===== src/rtl/fft2_din_ctrl.sv =====
// fft2_din_ctrl
// Read sequencer for the 2D-FFT input buffer. Walks the FFT_SIZE x FFT_SIZE
// complex matrix in row-major (row pass) or column-major (column pass) order.
// It issues one read at a time to the input buffer and forwards each sample
// to the 1D FFT core over a valid/ready stream, flagging the last sample of
// every vector.
//
// Optional feature macro: FFT2_DIN_CTRL_BITREV_EN
//   defined   : element index is bit-reversed in the address (DIT core input)
//   undefined : natural element order
//
// Ports
//   clk, rst            clock, synchronous active-high reset
//   start_i, pass_col_i start pulse and pass order (0 row, 1 column)
//   busy_o, done_o      pass in progress / one-cycle end-of-pass pulse
//   data_i_addr_o       input-buffer read address {vector, element} or
//                       {element, vector}
//   data_rd_o/data_rd_i read request / acknowledge (data valid with ack)
//   dataRE_i, dataIM_i  read data
//   fft_re_o, fft_im_o  sample to FFT core
//   fft_valid_o/_ready_i stream handshake, fft_last_o marks end of vector
//
// state  | meaning
// -------+-------------------------------------------------------------
// S_IDLE | waiting for start_i
// S_READ | read request outstanding, address stable
// S_OUT  | sample presented to the FFT core, waiting for ready
// S_DONE | one-cycle end-of-pass pulse
module fft2_din_ctrl #(
   parameter int  DATA_WIDTH = 32,
   parameter int  FFT_SIZE   = 16,
   localparam int LOG2N      = $clog2(FFT_SIZE)
) (
   input  logic                  clk,
   input  logic                  rst,
   input  logic                  start_i,
   input  logic                  pass_col_i,
   output logic                  busy_o,
   output logic                  done_o,
   output logic [2*LOG2N-1:0]    data_i_addr_o,
   output logic                  data_rd_o,
   input  logic                  data_rd_i,
   input  logic [DATA_WIDTH-1:0] dataRE_i,
   input  logic [DATA_WIDTH-1:0] dataIM_i,
   output logic [DATA_WIDTH-1:0] fft_re_o,
   output logic [DATA_WIDTH-1:0] fft_im_o,
   output logic                  fft_valid_o,
   output logic                  fft_last_o,
   input  logic                  fft_ready_i
);

   typedef enum logic [1:0] {
      S_IDLE = 2'd0,
      S_READ = 2'd1,
      S_OUT  = 2'd2,
      S_DONE = 2'd3
   } state_t;

   state_t                state_q, state_d;
   logic                  pass_col_q, pass_col_d;
   logic [LOG2N-1:0]      i_q, i_d;
   logic [LOG2N-1:0]      j_q, j_d;
   logic                  final_q, final_d;
   logic [2*LOG2N-1:0]    addr_q, addr_d;
   logic [DATA_WIDTH-1:0] re_q, re_d;
   logic [DATA_WIDTH-1:0] im_q, im_d;
   logic                  last_q, last_d;
   logic                  rd_q, rd_d;
   logic                  valid_q, valid_d;
   logic                  busy_q, busy_d;
   logic                  done_q, done_d;

   // Element index as it appears in the address.
   function automatic logic [LOG2N-1:0] order_j(input logic [LOG2N-1:0] j);
`ifdef FFT2_DIN_CTRL_BITREV_EN
      logic [LOG2N-1:0] r;
      for (int b = 0; b < LOG2N; b++) begin
         r[b] = j[LOG2N-1-b];
      end
      return r;
`else
      return j;
`endif
   endfunction

   always_comb begin
      state_d    = state_q;
      pass_col_d = pass_col_q;
      i_d        = i_q;
      j_d        = j_q;
      final_d    = final_q;
      addr_d     = addr_q;
      re_d       = re_q;
      im_d       = im_q;
      last_d     = last_q;

      case (state_q)
         S_IDLE: begin
            if (start_i) begin
               pass_col_d = pass_col_i;
               i_d        = '0;
               j_d        = '0;
               final_d    = 1'b0;
               last_d     = 1'b0;
               addr_d     = '0;
               state_d    = S_READ;
            end
         end
         S_READ: begin
            if (data_rd_i) begin
               re_d    = dataRE_i;
               im_d    = dataIM_i;
               last_d  = (j_q == {LOG2N{1'b1}});
               final_d = last_d && (i_q == {LOG2N{1'b1}});
               j_d     = j_q + LOG2N'(1);
               if (last_d) begin
                  i_d = i_q + LOG2N'(1);
               end
               // Next address is prepared now so it is already stable when
               // the following read is issued.
               addr_d  = pass_col_q ? {order_j(j_d), i_d} : {i_d, order_j(j_d)};
               state_d = S_OUT;
            end
         end
         S_OUT: begin
            if (fft_ready_i) begin
               state_d = final_q ? S_DONE : S_READ;
            end
         end
         S_DONE: begin
            state_d = S_IDLE;
         end
         default: begin
            state_d = S_IDLE;
         end
      endcase

      // Status outputs are registered copies of the next-state decode.
      rd_d    = (state_d == S_READ);
      valid_d = (state_d == S_OUT);
      busy_d  = (state_d != S_IDLE);
      done_d  = (state_d == S_DONE);
   end

   always_ff @(posedge clk) begin
      if (rst) begin
         state_q    <= S_IDLE;
         pass_col_q <= 1'b0;
         i_q        <= '0;
         j_q        <= '0;
         final_q    <= 1'b0;
         addr_q     <= '0;
         re_q       <= '0;
         im_q       <= '0;
         last_q     <= 1'b0;
         rd_q       <= 1'b0;
         valid_q    <= 1'b0;
         busy_q     <= 1'b0;
         done_q     <= 1'b0;
      end else begin
         state_q    <= state_d;
         pass_col_q <= pass_col_d;
         i_q        <= i_d;
         j_q        <= j_d;
         final_q    <= final_d;
         addr_q     <= addr_d;
         re_q       <= re_d;
         im_q       <= im_d;
         last_q     <= last_d;
         rd_q       <= rd_d;
         valid_q    <= valid_d;
         busy_q     <= busy_d;
         done_q     <= done_d;
      end
   end

   assign busy_o        = busy_q;
   assign done_o        = done_q;
   assign data_i_addr_o = addr_q;
   assign data_rd_o     = rd_q;
   assign fft_re_o      = re_q;
   assign fft_im_o      = im_q;
   assign fft_valid_o   = valid_q;
   assign fft_last_o    = last_q;

endmodule


===== config.mk =====
export PLATFORM = sky130hd
export DESIGN_NAME = fft2_din_ctrl
export DESIGN_NICKNAME = d
export VERILOG_FILES = /design/src/rtl/fft2_din_ctrl.sv
export SDC_FILE = /design/constraint.sdc
export NUM_CORES = 1
export LEC_CHECK = 0
export CAP_MARGIN = 20
export CORE_AREA = 3 3 90 92
export CTS_BUF_LIST = sky130_fd_sc_hd__clkbuf_16
export CTS_CLUSTER_SIZE = 30
export DETAILED_ROUTE_END_ITERATION = 8
export DIE_AREA = 0 0 93 95
export MAX_ROUTING_LAYER = met4
export PLACE_DENSITY = 0.88
export SYNTH_ARGS = -nofsm -noshare
export SYNTH_HDL_FRONTEND = slang
export SYNTH_SLANG_ARGS = --single-unit

===== constraint.sdc =====
create_clock -name clk -period 5 [get_ports clk]
set_clock_uncertainty 0.05 [all_clocks]
set_input_delay 0.5 -clock clk [delete_from_list [all_inputs] [get_ports clk]]
set_output_delay 0.5 -clock clk [all_outputs]
set_load 0.03 [all_outputs]

==> metrics.txt <==
postcts setup bufs 0; clock-pin slew on the worst setup and hold paths 0.06 ns; EDFF count, synth 0; fin crit share 0.4149; largest net degree at the start of global routing 81; vias in the first global route 3146; post-layout util 0.6956; CP Class in2reg; CTS Buf Count 9; CP max stage delay 0.56 ns; Unique masters post-synth 37; Synth warnings 0; Pwr Density 327.0 nW/um^2; f_max 0.4821 GHz; core area 7292 um^2; syn_area_per_cell 8.224 um^2; Power Total 1.659 mW; Die X 93 um; Nets 603; crit path cell chain clkdlybuf4s50_1 -> nand3b_1 -> buf_4 -> nor2_1 -> a32o_1; hold crit path type reg2reg; share of the synthesized area in the top cell type 0.5417; most frequent cells in the layout clkdlybuf4s50_1, nand2_1, dfxtp_1; Slew headroom 0.4545; register area share after synthesis 0.5417; Setup WS post-layout 2.926 ns; Syn Nets 472; hpwl dp 6340 um; WP buf/inv 2; Synth Instances 400; Root Buffer clkbuf_16; clock sink count 89; async set-reset flop share out of synthesis 0; setup violators final 0; Slew Limit Fails 0; post-route insts no fill 635; # IOs 147; biggest area consumer among synthesized cells dfxtp_1; Total Routing Usage GR 0.2088; CP Capture Type register; DR pass1 iterations 4; I/O Buffers 146; WP data required 5.16 ns; Worst Max-Slew Pin Slew 0.8182 ns; first-pass GRT wire length 14380 um; worst-skew pair later-pin latency 0.33 ns; Initial DRC Count 161; crit-path leading delay family buffers and inverters; most common cell after layout, fill and taps aside clkdlybuf4s50_1; ys flop type dfxtp_1; Post-Syn Area 3289 um^2; Post-Route WL 9008 um; RSZ-0062 raised after global routing false; Starting Density 0.4511; slowest stage cell on the critical path buf_4; DP Cell Count 619; CTS tree built; gp weighted congestion 0.8233; Synth area leaders dfxtp_1, nand2_1, a21oi_1; CP Data Arrival Time 2.24 ns; total grt overflow 0; CP startpoint kind input port; Peak supply drop 179.4 uV; status finished clean; maximum fanout along the worst path 70; final-report hold violation count 0; die area 8835 um^2; min Tclk post-route 2.074 ns; hold buffer count at CTS 0; initial antenna violation count 0; DRC 0; post-route ant nets 0; per-cell routed wire length 14.19 um; Avg Vias per Cell 5.019; Synth Register Bits 89; H-tree Lvls 3; Layout area overhead 54.20%; pre-CTS setup slack 2.584 ns; Post-CTS Resized 0; Clock Tree Buf Depth 2; Leak Pwr 1.779 nW; layout cell share with drive strength beyond 1 0.04664; routed vias 3187; Die H 95 um; Max Cap Violations 0; Setup TNS Final 0 ns; Site Rows 31; n_diodes 0
-- report_power, final --
group          switching, mW  leakage, nW  internal, mW
combinational          0.130        0.919         0.116
sequential            0.0183        0.723         0.737
clock                  0.271        0.137         0.386
-- metal layers --
layer,wire [um],vias to the layer above,global-route usage
met5,0,-,-
met4,88,0,0.07082
met3,536,7,0.02948
met2,4555,108,0.3683
met1,3828,1483,0.2446
li1,-,1589,-
-- cell usage after synthesis (2+ instances only) --
cell and instances:
nand2_1 134, dfxtp_1 89, a21oi_1 72, clkbuf_1 19, nor2_1 17, buf_2 8, mux2i_1 6, o21ai_0 6
a22o_1 4, a32o_1 4, nand3_1 4, nand3b_1 4, inv_1 3, a211oi_1 2, a2bb2oi_1 2, a311oi_1 2
ha_1 2, nand2b_1 2, xor2_1 2
-- layout make-up --
type,count,area (um^2)
fillers,604,2220
flip-flops and latches,89,1782
repair buffers,149,1491
multi-input cells,279,1368
clock buffers,9,225.2
well taps,99,123.9
clock inverters,7,71.32
inverters,3,11.26
-- cell families (layout without fill, tap and decap cells) --
family,Yosys count,count (layout),share of synthesized area
AND/OR/NAND/NOR,172,172,0.2145
AO/OA/AOI/OAI,95,95,0.1636
flip-flops,89,89,0.5417
buffers and inverters,32,168,0.04298
multiplexers,7,7,0.02168
XOR/XNOR,3,3,0.007989
adder cells (fa/ha/maj),2,2,0.007606
-- flip-flops by register name, summed over array words and instances (netlist names) --
signal / flops
fft_im_o: 32
fft_re_o: 32
data_i_addr_o: 8
i_q: 4
j_q: 4
state_q: 2
busy_o: 1
data_rd_o: 1
done_o: 1
fft_last_o: 1
fft_valid_o: 1
final_q: 1
pass_col_q: 1
-- path summary, 6_finish.rpt --
path                                    from               end  slack [ns]  cells after the start
worst min-delay path            fft_im_o[25]      fft_im_o[25]        0.40                      2
worst min register to register  fft_im_o[25]      fft_im_o[25]        0.40                      2
worst max register to register    state_q[1]  data_i_addr_o[6]        3.05                      4
worst max-delay path               data_rd_i  data_i_addr_o[6]        2.93                      5
-- worst min-delay path, stage by stage, from the launching register on --
cell     delay (ns)
dfxtp_1        0.31
nand2_1        0.05
a21oi_1        0.05
-- stage by stage --
step | hold WS [ns] | area, um^2
floorplan | 0.3851 | 3289
global placement | 0.3918 | 4756
detailed placement | 0.3975 | 4776
CTS | 0.4062 | 5072
global route | 0.4187 | 5072
finish | 0.4023 | 5072
No activity file was read; power rests on OpenSTA's default activity.
